--- src/rtl/iwht_pkg.sv ---
// Shared constants and helpers for the 4x4 inverse Walsh-Hadamard reconstruction.
// Stage widths are expressed as growth over the coefficient width WIDTH0.
package iwht_pkg;

    localparam int S1_GROW   = 2;   // row pass:    WIDTH0 + 2
    localparam int S2_GROW   = 4;   // column pass: WIDTH0 + 4
    localparam int RND_BIAS  = 8;
    localparam int RND_SHIFT = 4;

    function automatic int idx(input int r, input int c);
        return 4 * r + c;
    endfunction

    // Clamp a signed value into the range of a w-bit two's complement number.
    function automatic logic signed [31:0] sat(input logic signed [31:0] v, input int w);
        logic signed [31:0] hi;
        logic signed [31:0] lo;
        hi = (32'sd1 <<< (w - 1)) - 32'sd1;
        lo = -hi - 32'sd1;
        if (v > hi) begin
            return hi;
        end else if (v < lo) begin
            return lo;
        end
        return v;
    endfunction

endpackage

--- src/rtl/iwht4x4_recon_wht4_1d.sv ---
// Combinational 4-point Walsh-Hadamard butterfly; outputs grow by two bits so no overflow.
module wht4_1d #(
    parameter int W = 13
) (
    input  logic [W-1:0] x0,
    input  logic [W-1:0] x1,
    input  logic [W-1:0] x2,
    input  logic [W-1:0] x3,
    output logic [W+1:0] y0,
    output logic [W+1:0] y1,
    output logic [W+1:0] y2,
    output logic [W+1:0] y3
);

    logic signed [W+1:0] a;
    logic signed [W+1:0] b;
    logic signed [W+1:0] c;
    logic signed [W+1:0] d;

    always_comb begin
        a  = $signed(x0) + $signed(x1);
        b  = $signed(x0) - $signed(x1);
        c  = $signed(x2) + $signed(x3);
        d  = $signed(x2) - $signed(x3);
        y0 = a + c;
        y1 = b + d;
        y2 = a - c;
        y3 = b - d;
    end

endmodule

--- src/rtl/iwht4x4_recon.sv ---
// iwht4x4_recon: 3-stage pipelined inverse 4x4 WHT (row pass, column pass, round/saturate).
// Build option IWHT_NNZ_EN adds a per-block nonzero-coefficient count on blk_onnz.
module iwht4x4_recon
    import iwht_pkg::*;
#(
    parameter int WIDTH0 = 13,
    parameter int WIDTH1 = 13
) (
    input  logic              clk,
    input  logic              rst,
    input  logic [WIDTH0-1:0] blk_i0,
    input  logic [WIDTH0-1:0] blk_i1,
    input  logic [WIDTH0-1:0] blk_i2,
    input  logic [WIDTH0-1:0] blk_i3,
    input  logic [WIDTH0-1:0] blk_i4,
    input  logic [WIDTH0-1:0] blk_i5,
    input  logic [WIDTH0-1:0] blk_i6,
    input  logic [WIDTH0-1:0] blk_i7,
    input  logic [WIDTH0-1:0] blk_i8,
    input  logic [WIDTH0-1:0] blk_i9,
    input  logic [WIDTH0-1:0] blk_i10,
    input  logic [WIDTH0-1:0] blk_i11,
    input  logic [WIDTH0-1:0] blk_i12,
    input  logic [WIDTH0-1:0] blk_i13,
    input  logic [WIDTH0-1:0] blk_i14,
    input  logic [WIDTH0-1:0] blk_i15,
    input  logic              blk_ivalid,
    output logic              blk_iready,
    output logic [WIDTH1-1:0] blk_o0,
    output logic [WIDTH1-1:0] blk_o1,
    output logic [WIDTH1-1:0] blk_o2,
    output logic [WIDTH1-1:0] blk_o3,
    output logic [WIDTH1-1:0] blk_o4,
    output logic [WIDTH1-1:0] blk_o5,
    output logic [WIDTH1-1:0] blk_o6,
    output logic [WIDTH1-1:0] blk_o7,
    output logic [WIDTH1-1:0] blk_o8,
    output logic [WIDTH1-1:0] blk_o9,
    output logic [WIDTH1-1:0] blk_o10,
    output logic [WIDTH1-1:0] blk_o11,
    output logic [WIDTH1-1:0] blk_o12,
    output logic [WIDTH1-1:0] blk_o13,
    output logic [WIDTH1-1:0] blk_o14,
    output logic [WIDTH1-1:0] blk_o15,
    output logic [4:0]        blk_onnz,
    output logic              blk_ovalid,
    input  logic              blk_oready
);

    localparam int W_S1 = WIDTH0 + S1_GROW;
    localparam int W_S2 = WIDTH0 + S2_GROW;

    logic [WIDTH0-1:0] x     [16];
    logic [W_S1-1:0]   row_y [16];
    logic [W_S2-1:0]   col_y [16];
    logic [W_S1-1:0]   s1_q  [16];
    logic [W_S1-1:0]   s1_d  [16];
    logic [W_S2-1:0]   s2_q  [16];
    logic [W_S2-1:0]   s2_d  [16];
    logic [WIDTH1-1:0] s3_q  [16];
    logic [WIDTH1-1:0] s3_d  [16];
    logic signed [31:0] rnd   [16];
    logic signed [31:0] clamp [16];
    logic v1_q, v1_d, v2_q, v2_d, v3_q, v3_d;
    logic en1, en2, en3;

    assign x[0]  = blk_i0;   assign x[1]  = blk_i1;   assign x[2]  = blk_i2;   assign x[3]  = blk_i3;
    assign x[4]  = blk_i4;   assign x[5]  = blk_i5;   assign x[6]  = blk_i6;   assign x[7]  = blk_i7;
    assign x[8]  = blk_i8;   assign x[9]  = blk_i9;   assign x[10] = blk_i10;  assign x[11] = blk_i11;
    assign x[12] = blk_i12;  assign x[13] = blk_i13;  assign x[14] = blk_i14;  assign x[15] = blk_i15;

    // Handshake: a block moves across a port on every rising edge where valid and ready are
    // both high. Each stage loads whenever it is empty or its downstream neighbour loads, so
    // ready ripples back from blk_oready only and never depends on blk_ivalid.
    always_comb begin
        en3 = !v3_q || blk_oready;
        en2 = !v2_q || en3;
        en1 = !v1_q || en2;
    end

    assign blk_iready = en1;
    assign blk_ovalid = v3_q;

    for (genvar r = 0; r < 4; r++) begin : g_row
        wht4_1d #(.W(WIDTH0)) u_row (
            .x0(x[idx(r, 0)]),     .x1(x[idx(r, 1)]),     .x2(x[idx(r, 2)]),     .x3(x[idx(r, 3)]),
            .y0(row_y[idx(r, 0)]), .y1(row_y[idx(r, 1)]), .y2(row_y[idx(r, 2)]), .y3(row_y[idx(r, 3)])
        );
    end

    for (genvar c = 0; c < 4; c++) begin : g_col
        wht4_1d #(.W(W_S1)) u_col (
            .x0(s1_q[idx(0, c)]),  .x1(s1_q[idx(1, c)]),  .x2(s1_q[idx(2, c)]),  .x3(s1_q[idx(3, c)]),
            .y0(col_y[idx(0, c)]), .y1(col_y[idx(1, c)]), .y2(col_y[idx(2, c)]), .y3(col_y[idx(3, c)])
        );
    end

    always_comb begin
        v1_d = v1_q;
        v2_d = v2_q;
        v3_d = v3_q;
        for (int i = 0; i < 16; i++) begin
            s1_d[i] = s1_q[i];
            s2_d[i] = s2_q[i];
            s3_d[i] = s3_q[i];
            // Round half up before the divide-by-16 normalisation, then clamp.
            rnd[i]   = 32'($signed(s2_q[i])) + RND_BIAS;
            clamp[i] = sat(rnd[i] >>> RND_SHIFT, WIDTH1);
        end
        if (en1) begin
            v1_d = blk_ivalid;
            for (int i = 0; i < 16; i++) s1_d[i] = row_y[i];
        end
        if (en2) begin
            v2_d = v1_q;
            for (int i = 0; i < 16; i++) s2_d[i] = col_y[i];
        end
        if (en3) begin
            v3_d = v2_q;
            for (int i = 0; i < 16; i++) s3_d[i] = clamp[i][WIDTH1-1:0];
        end
    end

    always_ff @(posedge clk or posedge rst) begin
        if (rst) begin
            v1_q <= 1'b0;
            v2_q <= 1'b0;
            v3_q <= 1'b0;
            for (int i = 0; i < 16; i++) begin
                s1_q[i] <= '0;
                s2_q[i] <= '0;
                s3_q[i] <= '0;
            end
        end else begin
            v1_q <= v1_d;
            v2_q <= v2_d;
            v3_q <= v3_d;
            for (int i = 0; i < 16; i++) begin
                s1_q[i] <= s1_d[i];
                s2_q[i] <= s2_d[i];
                s3_q[i] <= s3_d[i];
            end
        end
    end

`ifdef IWHT_NNZ_EN
    logic [4:0] nnz_cnt;
    logic [4:0] nnz1_q, nnz1_d, nnz2_q, nnz2_d, nnz3_q, nnz3_d;

    // The count rides alongside the data using the same enables, so it stays block-aligned.
    always_comb begin
        nnz_cnt = 5'd0;
        for (int i = 0; i < 16; i++) begin
            if (x[i] != '0) nnz_cnt = nnz_cnt + 5'd1;
        end
        nnz1_d = en1 ? nnz_cnt : nnz1_q;
        nnz2_d = en2 ? nnz1_q  : nnz2_q;
        nnz3_d = en3 ? nnz2_q  : nnz3_q;
    end

    always_ff @(posedge clk or posedge rst) begin
        if (rst) begin
            nnz1_q <= 5'd0;
            nnz2_q <= 5'd0;
            nnz3_q <= 5'd0;
        end else begin
            nnz1_q <= nnz1_d;
            nnz2_q <= nnz2_d;
            nnz3_q <= nnz3_d;
        end
    end

    assign blk_onnz = nnz3_q;
`else
    assign blk_onnz = 5'd0;
`endif

    assign blk_o0  = s3_q[0];   assign blk_o1  = s3_q[1];   assign blk_o2  = s3_q[2];   assign blk_o3  = s3_q[3];
    assign blk_o4  = s3_q[4];   assign blk_o5  = s3_q[5];   assign blk_o6  = s3_q[6];   assign blk_o7  = s3_q[7];
    assign blk_o8  = s3_q[8];   assign blk_o9  = s3_q[9];   assign blk_o10 = s3_q[10];  assign blk_o11 = s3_q[11];
    assign blk_o12 = s3_q[12];  assign blk_o13 = s3_q[13];  assign blk_o14 = s3_q[14];  assign blk_o15 = s3_q[15];

endmodule

--- config.mk ---
export PLATFORM = sky130hd
export DESIGN_NAME = iwht4x4_recon
export DESIGN_NICKNAME = d
export VERILOG_FILES = /design/src/rtl/iwht_pkg.sv /design/src/rtl/iwht4x4_recon_wht4_1d.sv /design/src/rtl/iwht4x4_recon.sv
export SDC_FILE = /design/constraint.sdc
export NUM_CORES = 2
export LEC_CHECK = 0
export CELL_PAD_IN_SITES_DETAIL_PLACEMENT = 1
export CELL_PAD_IN_SITES_GLOBAL_PLACEMENT = 1
export CORE_MARGIN = 2
export CORE_UTILIZATION = 32
export CTS_BUF_LIST = sky130_fd_sc_hd__clkbuf_4 sky130_fd_sc_hd__clkbuf_8 sky130_fd_sc_hd__clkbuf_16
export DETAILED_ROUTE_END_ITERATION = 8
export PLACE_DENSITY = 0.63
export SYNTH_ARGS = -nofsm -noshare
export SYNTH_HDL_FRONTEND = slang
export SYNTH_SLANG_ARGS = --single-unit
--- constraint.sdc ---
create_clock -name clk -period 28.1 [get_ports clk]
set_clock_uncertainty 0.05 [all_clocks]
set_input_delay 5.62 -clock clk [delete_from_list [all_inputs] [get_ports clk]]
set_output_delay 5.62 -clock clk [all_outputs]
set_load 0.05 [all_outputs]
==> run metrics <==
outcome finished clean; post-synthesis sequential area ratio between 20% and 30%; Die Area 208000 µm²; Core Footprint approximately 200000 µm²; Setup TNS 0 ns; RSZ-0062 raised after global routing no; max_cap viols 0; final hold vios 0; Synth area leaders dfrtp_1 (25%), ha_1 (18%), xnor2_1 (8.4%); most frequent cell after synthesis ha_1; crit path launch type input port; Post-synth top flop dfrtp_1; number of CTS-inserted buffers 80; Vias/cell 5.16; CTS resizes 0; Layout area overhead 14.5%; drt first-iter violations between 3000 and 4000; share of post-route cells with drive strength above 1 3.64%; total gr overflow 0; clk sinks approximately 670; Buffers on Ports roughly 420; H-tree Lvls 3; Initial Utilization 32.1%; DR WL/cell 21.4 µm; Top cell by count, worst path clkdlybuf4s50_1; Vert. Die Dim 457 µm; first-pass GRT wire length between 300 and 400 mm; GRT Total Usage between 20% and 30%; via count about 57000; Remaining DRCs 0; crit path time final ~14 ns; CTS max path bufs 3; largest net degree at the start of global routing 140; Post-synth EDFFs 0; I/O pin cnt between 400 and 500; worst skew pair latency 0.72 ns; WHS 0.425 ns; crit-path cells clkdlybuf4s50_1 -> nor2b_4 -> buf_4 -> and3_4 -> inv_6 -> clkdlybuf4s50_1; DP HPWL 201 mm; Post-DRT Antenna Nets 0; die width about 460 µm; Critical Path Max Stage Delay about 0.8 ns; Setup Fix Bufs, Post-CTS 0; asr flop ratio synth 100%; Synth top area share 25.5%; CP required 22.43 ns; crit path max fanout between 40 and 50; CTS tree yes; # fillers 24403; Synth area leader dfrtp_1; final RePlAce weighted congestion ~0.93; Tcrit/Tclk final about half; Cells after Synth around 8100; critical path arrival 8.30 ns; reg-to-reg slack, setup ~23 ns; CTS clk-pin slew, worst paths about 0.060 ns; Setup Viol. Count Final 0; Post-synth top cells ha_1 (920), nor2_1 (793), inv_1 (778); slew margin rel. roughly a quarter; fin. max-slew vios 0; Post-Syn Area 65500 µm²; nets between 9000 and 10000; number of global-route vias before repair 57758; Synth Register Bits ~670; Rows between 150 and 200; Worst Tran Pin Value about 1.1 ns; syn_area_per_cell slightly above 8 µm²; Max Freq roughly 72 MHz; clk root buf clkbuf_16; crit path max-delay cell type clkdlybuf4s50_1; nature of the critical path endpoint output port; Detailed Route WL 237 mm; initial antenna violation count 14; critical path class in -> out; Yosys warnings 0; Hold Crit Class reg -> reg; DR pass1 iterations 5; Unique masters post-synth between 90 and 100; hold_buf cts 0
[layout make-up]
class | count | area [µm²] | share of cell area, %
inverter | 779 | 2940 | 3.91
clock inverter | 37 | 524 | 0.699
timing repair buffer | 454 | 4480 | 5.98
multi-input combinational | 6341 | 44700 | 59.6
clock buffer | 107 | 2310 | 3.08
tap | 2688 | 3360 | 4.48
antenna | 6 | 15.0 | 0.0200
sequential | 667 | 16700 | 22.2
[placed cells by master (no fill, tap or decap), types with 22 or more instances in the layout]
cell,n
a211oi_1,50
nand4_1,23
o21bai_1,124
nand2b_1,104
clkbuf_16,81
a21oi_1,755
o211ai_1,42
o31ai_1,84
xnor2_1,630
nand2_1,556
or2_2,39
dfrtp_1,667
nor2_1,793
o22a_1,39
o21ai_0,510
fa_1,48
inv_1,777
a21o_1,74
a211o_1,27
buf_4,30
xor2_1,251
nor2b_1,116
and3_1,107
a21boi_0,22
a31oi_1,62
nor3b_1,35
and2_1,25
clkdlybuf4s50_1,421
ha_1,920
or3_1,74
nor3_1,184
o21a_1,105
nand3_1,194
[critical path, delay by kind of cell]
| family | cells | cell delay, ns |
|---|---|---|
| buffers and inverters | 4 | 1.81 |
| AND/OR/NAND/NOR | 2 | 0.75 |
[layer usage]
metal / wire length [µm] / vias up / part of all wire (%) / track usage [%]
met3: 9260 / 184 / 3.9 / 2.38
li1: - / 28072 / - / -
met1: 120000 / 28019 / 51 / 32.8
met4: 5270 / 14 / 2.2 / 5.14
met2: 102000 / 871 / 43 / 34.6
met5: 92 / - / 0.039 / 0
[registers in the layout (all words and copies together) (netlist names)]
signal	count
blk_o5	13
s1_q	232
blk_o10	13
blk_o3	13
blk_o11	13
blk_o4	13
blk_o8	13
blk_o7	13
blk_o15	13
blk_o9	13
blk_o1	13
s2_q	224
blk_o2	13
blk_o0	13
blk_ovalid	1
blk_o14	13
v2_q	1
blk_o13	13
v1_q	1
blk_o6	13
blk_o12	13
[cell families (layout without fill, tap and decap cells)]
group                      Yosys count  after routing  share of synthesized area, %
buffers and inverters             1108           1377                          6.40
xor gates and xnor gates           881            881                          11.8
adders and majority gates          968            968                          19.0
DFF                                667            667                          25.5
AOI/OAI and AO/OA                 2119           2119                          20.1
muxes                               18             18                         0.298
other                                1             11                       0.00572
and+or+nand+nor                   2350           2350                          16.9
[worst paths after layout]
path                            start          to  cells after the start
max                        blk_oready  blk_iready                      6
min                        blk_o3[12]  blk_o3[12]                      2
max reg2reg                 s1_q[166]   s2_q[135]                     18
min reg2reg                blk_o3[12]  blk_o3[12]                      2
max in group asynchronous         rst  blk_o11[1]                      6
min in group asynchronous         rst   blk_o8[9]                      2
[stage by stage]
step	utilization [%]	worst slack (ns)	cells	area (µm²)
4_1_cts	36.7	14.15	11072	75000
2_1_floorplan	-	3.74	8116	65500
5_1_grt	36.7	14.04	11075	75000
6_report	36.7	14.13	11079	75000
3_3_place_gp	35.3	14.16	10928	72200
3_5_place_dp	35.3	14.16	10928	72200
Power is left out: the tool's default activity adds up to more than one toggle a clock period on the data nets, which glitch-free logic cannot reach.
